<file path="config.mk">
export PLATFORM = sky130hd
export DESIGN_NAME = vga_timing_gen
export DESIGN_NICKNAME = d
export VERILOG_FILES = /design/src/rtl/vga_timing_pkg.sv /design/src/rtl/vga_axis_counter.sv /design/src/rtl/vga_timing_gen.sv
export SDC_FILE = /design/constraint.sdc
export NUM_CORES = 1
export LEC_CHECK = 0
export ABC_CLOCK_PERIOD_IN_PS = 2330
export CORE_UTILIZATION = 45
export CTS_CLUSTER_SIZE = 12
export DETAILED_ROUTE_END_ITERATION = 8
export PLACE_DENSITY = 0.82
export REMOVE_ABC_BUFFERS = 1
export SETUP_SLACK_MARGIN = 0.4
export SLEW_MARGIN = 20
export SYNTH_ARGS = -nofsm -noshare
export SYNTH_HDL_FRONTEND = slang
export SYNTH_SLANG_ARGS = --single-unit
</file>
<file path="constraint.sdc">
create_clock -name Clock -period 2.33 [get_ports Clock]
set_clock_uncertainty 0.1 [all_clocks]
set_input_delay 0.466 -clock Clock [delete_from_list [all_inputs] [get_ports Clock]]
set_output_delay 0.466 -clock Clock [all_outputs]
set_load 0.01 [all_outputs]
</file>
<file path="src/rtl/vga_timing_pkg.sv">
// Standard VGA raster timing sets, derived totals and sync-polarity constants
// shared by the timing generator and its axis counters.
package vga_timing_pkg;

  localparam logic SYNC_ACT_LOW  = 1'b0;
  localparam logic SYNC_ACT_HIGH = 1'b1;

  typedef struct packed {
    int active;
    int fp;
    int sync;
    int bp;
  } axis_timing_t;

  typedef struct packed {
    axis_timing_t h;
    axis_timing_t v;
    logic         hs_pol;
    logic         vs_pol;
  } vga_timing_t;

  function automatic int axis_total(axis_timing_t a);
    return a.active + a.fp + a.sync + a.bp;
  endfunction

  // Smallest counter width that can hold 0..total-1.
  function automatic int cnt_width(int total);
    return (total > 1) ? $clog2(total) : 1;
  endfunction

  localparam vga_timing_t VGA_640x480_60 = '{
    h: '{640, 16, 96, 48},
    v: '{480, 10, 2, 33},
    hs_pol: SYNC_ACT_LOW,
    vs_pol: SYNC_ACT_LOW
  };

  localparam vga_timing_t VGA_800x600_60 = '{
    h: '{800, 40, 128, 88},
    v: '{600, 1, 4, 23},
    hs_pol: SYNC_ACT_HIGH,
    vs_pol: SYNC_ACT_HIGH
  };

  localparam int VGA_640x480_60_H_TOTAL = axis_total(VGA_640x480_60.h);
  localparam int VGA_640x480_60_V_TOTAL = axis_total(VGA_640x480_60.v);
  localparam int VGA_800x600_60_H_TOTAL = axis_total(VGA_800x600_60.h);
  localparam int VGA_800x600_60_V_TOTAL = axis_total(VGA_800x600_60.v);

endpackage

</file>
<file path="src/rtl/vga_axis_counter.sv">
// Generic raster axis counter: wraps at active+fp+sync+bp-1 and decodes the
// visible region and the (polarity-adjusted) sync level from the current count.
module vga_axis_counter
  import vga_timing_pkg::*;
#(
  parameter int   ACTIVE = 640,
  parameter int   FP     = 16,
  parameter int   SYNC   = 96,
  parameter int   BP     = 48,
  parameter logic POL    = SYNC_ACT_LOW,
  parameter int   CW     = 10
) (
  input  logic          gclk,
  input  logic          rst,
  input  logic          clr,
  input  logic          en,
  output logic [CW-1:0] count,
  output logic          last,
  output logic          active,
  output logic          sync_lvl
);

  localparam int TOTAL = ACTIVE + FP + SYNC + BP;
  localparam logic [CW-1:0] C_LAST = CW'(TOTAL - 1);
  localparam logic [CW-1:0] C_ACT  = CW'(ACTIVE);
  localparam logic [CW-1:0] C_SS   = CW'(ACTIVE + FP);
  localparam logic [CW-1:0] C_SE   = CW'(ACTIVE + FP + SYNC);

  always_ff @(posedge gclk or posedge rst)
    if (rst)      count <= '0;
    else if (clr) count <= '0;
    else if (en)  count <= last ? '0 : count + 1'b1;

  always_comb begin
    last     = (count == C_LAST);
    active   = (count < C_ACT);
    sync_lvl = (count >= C_SS && count < C_SE) ? POL : ~POL;
  end

endmodule

</file>
<file path="src/rtl/vga_timing_gen.sv">
// VGA raster timing generator with a one-pixel output pipeline that aligns the
// renderer's colour with sync/active. Optional border: VGA_TIMING_BORDER_EN.
module vga_timing_gen
  import vga_timing_pkg::*;
#(
  parameter int   H_ACTIVE = VGA_640x480_60.h.active,
  parameter int   H_FP     = VGA_640x480_60.h.fp,
  parameter int   H_SYNC   = VGA_640x480_60.h.sync,
  parameter int   H_BP     = VGA_640x480_60.h.bp,
  parameter int   V_ACTIVE = VGA_640x480_60.v.active,
  parameter int   V_FP     = VGA_640x480_60.v.fp,
  parameter int   V_SYNC   = VGA_640x480_60.v.sync,
  parameter int   V_BP     = VGA_640x480_60.v.bp,
  parameter logic HS_POL   = VGA_640x480_60.hs_pol,
  parameter logic VS_POL   = VGA_640x480_60.vs_pol,
  parameter int   CLK_DIV  = 2,
  parameter int   RGB_W    = 3,
  parameter int   CW       = 10
`ifdef VGA_TIMING_BORDER_EN
  ,
  parameter int               BORDER_X   = 48,
  parameter int               BORDER_Y   = 32,
  parameter logic [RGB_W-1:0] BORDER_RGB = RGB_W'(3'b010)
`endif
) (
  input  logic             Clock,
  input  logic             Reset,
  input  logic             iEnable,
  input  logic [RGB_W-1:0] iRGB,
  output logic [CW-1:0]    Cont_X,
  output logic [CW-1:0]    Cont_Y,
  output logic             oPixelTick,
  output logic             oFrameStart,
  output logic             H_Sync,
  output logic             V_Sync,
  output logic             oActive,
  output logic [RGB_W-1:0] oRGB
);

  localparam int PW = (CLK_DIV > 1) ? $clog2(CLK_DIV) : 1;
  localparam logic [PW-1:0] P_LAST = PW'(CLK_DIV - 1);

  logic [PW-1:0]    presc, presc_nxt;
  logic             x_last, y_last, x_act, y_act, hs_lvl, vs_lvl;
  logic [RGB_W-1:0] pix_rgb;

  always_comb presc_nxt = (presc == P_LAST) ? '0 : presc + 1'b1;

  // The tick is registered from the next prescaler value so it is high
  // exactly while the prescaler sits at CLK_DIV-1.
  always_ff @(posedge Clock or posedge Reset)
    if (Reset) begin
      presc      <= '0;
      oPixelTick <= 1'b0;
    end else if (!iEnable) begin
      presc      <= '0;
      oPixelTick <= 1'b0;
    end else begin
      presc      <= presc_nxt;
      oPixelTick <= (presc_nxt == P_LAST);
    end

  vga_axis_counter #(
    .ACTIVE(H_ACTIVE), .FP(H_FP), .SYNC(H_SYNC), .BP(H_BP), .POL(HS_POL), .CW(CW)
  ) u_x (
    .gclk(Clock), .rst(Reset), .clr(!iEnable), .en(oPixelTick),
    .count(Cont_X), .last(x_last), .active(x_act), .sync_lvl(hs_lvl)
  );

  vga_axis_counter #(
    .ACTIVE(V_ACTIVE), .FP(V_FP), .SYNC(V_SYNC), .BP(V_BP), .POL(VS_POL), .CW(CW)
  ) u_y (
    .gclk(Clock), .rst(Reset), .clr(!iEnable), .en(oPixelTick && x_last),
    .count(Cont_Y), .last(y_last), .active(y_act), .sync_lvl(vs_lvl)
  );

`ifdef VGA_TIMING_BORDER_EN
  localparam logic [CW-1:0] BX_LO = CW'(BORDER_X);
  localparam logic [CW-1:0] BX_HI = CW'(H_ACTIVE - BORDER_X);
  localparam logic [CW-1:0] BY_LO = CW'(BORDER_Y);
  localparam logic [CW-1:0] BY_HI = CW'(V_ACTIVE - BORDER_Y);

  logic in_border;

  always_comb begin
    in_border = (Cont_X < BX_LO) || (Cont_X >= BX_HI) ||
                (Cont_Y < BY_LO) || (Cont_Y >= BY_HI);
    pix_rgb   = in_border ? BORDER_RGB : iRGB;
  end
`else
  always_comb pix_rgb = iRGB;
`endif

  // Pipeline stage: decode of the coordinate currently on Cont_X/Cont_Y,
  // captured on the tick that moves the counters on.
  always_ff @(posedge Clock or posedge Reset)
    if (Reset) begin
      oFrameStart <= 1'b0;
      oActive     <= 1'b0;
      oRGB        <= '0;
      H_Sync      <= ~HS_POL;
      V_Sync      <= ~VS_POL;
    end else if (!iEnable) begin
      oFrameStart <= 1'b0;
      oActive     <= 1'b0;
      oRGB        <= '0;
      H_Sync      <= ~HS_POL;
      V_Sync      <= ~VS_POL;
    end else begin
      oFrameStart <= oPixelTick && x_last && y_last;
      if (oPixelTick) begin
        oActive <= x_act && y_act;
        oRGB    <= (x_act && y_act) ? pix_rgb : '0;
        H_Sync  <= hs_lvl;
        V_Sync  <= vs_lvl;
      end
    end

endmodule
</file>
==> flow_summary.json <==
{
  "diodes": 0,
  "ir_worst_vdd_mv": 0.317,
  "cp.arrival_ns": 1.34,
  "gr-total-overflow": 0,
  "rrSetupSlack_ns": 0.47,
  "tritoncts": "yes",
  "maxCapViolCount": 0,
  "cts_made_buffers": 3,
  "clk_latency_ns": 0.35,
  "power_density_mw_per_mm2": 396,
  "hold_path.class": "in -> async",
  "routed-via-count": 1491,
  "reg2reg_depth": 5,
  "first_iter_violations": 74,
  "via_per_inst": 5.71,
  "end_kind": "primary output",
  "cts_max_level": 1,
  "route.final.wire_length_um": 4070,
  "die_y_um": 59.5,
  "synth_top_area_share_pct": 43.7,
  "grt_use_total_pct": 23.6,
  "fp.dieArea_mm2": 0.00355,
  "syn_area_per_cell_um2": 9.74,
  "globalplace.congestion": 0.834,
  "max_freq_mhz": 525,
  "ios": 34,
  "ys_ff_latch": 28,
  "critPathBufInv": 1,
  "seq_power_share_pct": 58.5,
  "synth_top_area_cell": "dfrtp_1",
  "hpwlAfterDp_um": 2520,
  "leakagePower_nw": 1.04,
  "p_sw_share_pct": 25.3,
  "area_growth_pct": 45.9,
  "holdBufCountCts": 0,
  "synth.distinct_cells": 40,
  "crit-reg2reg-launch": "u_x.count[7]",
  "clock_sinks": 28,
  "rsz0062_at_grt": "yes",
  "power_frac_comb_pct": 12.2,
  "synthArstFlopShare_pct": 100,
  "cp_data_required_time_ns": 1.76,
  "cp_max_fo": 4,
  "netlist_area_mm2": 0.00149,
  "setup_viol": 0,
  "synth_edf_count": 0,
  "post-route-period-util_pct": 81.7,
  "synth_warnings": 0,
  "core_area_mm2": 0.00310,
  "critPathSlowestCell": "clkdlybuf4s50_1",
  "cts_root_buf": "clkbuf_4",
  "wl_per_cell_um": 15.6,
  "period_needed_ns": 1.90,
  "worst_slew_pin_slew_ns": 0.467,
  "yosysMostFrequentCell": "dfrtp_1",
  "setup_slack_ns": 0.426,
  "crit_chain": "clkdlybuf4s50_1",
  "firstDrtPassIters": 4,
  "num-nets-final": 228,
  "clkPwrFrac_pct": 29.3,
  "ant_nets": 0,
  "p_int_uw": 643,
  "p_switching_uw": 217,
  "initial_utilization_pct": 48.0,
  "ys_seq_area_share_pct": 47.2,
  "num_rows": 20,
  "critPathMaxStageDelay_ns": 0.56,
  "cpLargestDelayFamily": "buffers and inverters",
  "r2r-end": "u_y.count[9]",
  "grt_pass1_wl_um": 6230,
  "synth_flop_cell": "dfrtp_1",
  "portBuffers": 33,
  "drc_errors": 0,
  "start_kind": "register",
  "worstSetupPathType": "reg -> out",
  "die_w_um": 59.5,
  "drive_gt1_share_pct": 25.8,
  "slew_violations": 0,
  "status": "finished, final reports clean",
  "dp_slack_ns": 0.0666,
  "synth_cells": 153,
  "hold_viol": 0,
  "clkTransAtPathRegs_ns": 0.16,
  "cts.path.max_buffers": 2,
  "grt_pass1_vias": 1363,
  "grt_max_degree": 29,
  "synth_top_cells_by_count": "dfrtp_1, nand2_1, nor2_1",
  "antenna_found_initial": 0,
  "setup_tns_ns": 0,
  "synthTopCellsByArea": "dfrtp_1, nand4_1, nand2_1",
  "max-slew-margin-rel_pct": 68.6
}
stage by stage:
step	util (%)	area (um^2)	total power, mW	cells	hold WS [ns]
finish	70.1	2170	0.861	261	0.369
floorplan	-	1460	0.550	148	0.404
CTS	65.3	2030	0.853	246	0.394
detailed placement	60.5	1880	0.599	229	0.382
global route	70.1	2170	0.885	261	0.406
global placement	60.5	1880	0.595	229	0.381
timing repair:
item	in CTS	in global routing
gates cloned	0	0
pin swaps	0	1
buffers inserted	13	15
gates resized for setup	14	9
setup endpoints to repair	29	30
routing by layer:
metal	vias up	wire, um	track usage (%)
met5	-	0	0
met4	0	46	9.63
met3	5	289	4.15
met2	74	2100	40.4
met1	726	1630	29.4
li1	686	-	-
kinds of logic after synthesis:
group,synth area share [%]
buf+inv,4.53
xor+xnor,4.70
fa+ha+maj,3.36
simple gates,28.4
mux,1.34
compound gates,10.5
flops,47.2
power groups by stage:
stage	registers [mW]	logic, mW	clock network [mW]
after floorplan	0.518	0.0317	0
after global placement	0.516	0.0793	0
after detailed placement	0.516	0.0824	0
after CTS	0.503	0.100	0.250
after global routing	0.504	0.114	0.267
final	0.503	0.105	0.252
placed cells by master, fill, tap and decap left out, types with 2 or more instances in the layout:
cell type / netlist / final
nor2_1: 14 / 14
xor2_1: 4 / 4
or3_1: 3 / 3
nor4b_1: 2 / 2
clkdlybuf4s50_1: 0 / 25
dlymetal6s2s_1: 0 / 5
a21oi_1: 3 / 3
inv_1: 9 / 9
dfrtp_1: 26 / 16
dfstp_2: 2 / 2
a21o_1: 2 / 2
mux2i_1: 2 / 2
nor3_1: 3 / 3
nor4_1: 2 / 2
o211ai_1: 3 / 3
ha_1: 4 / 4
nand3_1: 4 / 3
clkbuf_4: 0 / 3
nand4b_1: 3 / 3
a22o_1: 3 / 3
o21ai_0: 6 / 6
xnor2_1: 4 / 4
dfrtp_2: 0 / 10
and3_1: 8 / 8
dlygate4sd2_1: 0 / 3
buf_4: 0 / 32
nand4_1: 10 / 10
nand2_1: 15 / 15
worst min-delay path, stage by stage:
cell and delay [ns]:
clkdlybuf4s50_1 0.40, inv_1 0.06, buf_4 0.33
cell type report:
cell class / instances / area, um^2
Inverter: 10 / 40.0
Multi-Input combinational cell: 110 / 748
Fill cell: 255 / 928
Timing Repair Buffer: 65 / 579
Sequential cell: 28 / 716
Clock buffer: 4 / 36.3
Tap cell: 44 / 55.1
registers in the layout, indices dropped and copies added, names as in the netlist:
signal and cells:
oRGB 3, V_Sync 1, oFrameStart 1, H_Sync 1, u_y.count 10, presc 1
oActive 1, u_x.count 10
worst max-delay path by stage:
| stage | slack [ns] | to | startpoint | depth (start not counted) |
|---|---|---|---|---|
| global placement | 0.07 | u_x.count[9] | iEnable | 6 |
| floorplan | 0.14 | u_y.count[3] | u_x.count[6] | 4 |
| detailed placement | 0.07 | u_x.count[9] | iEnable | 6 |
| finish | 0.43 | Cont_X[1] | u_x.count[1] | 1 |
| global route | 0.35 | u_y.count[9] | u_x.count[7] | 5 |
| CTS | 0.39 | u_y.count[9] | u_y.count[1] | 6 |
(Power assumes the default switching activity.)
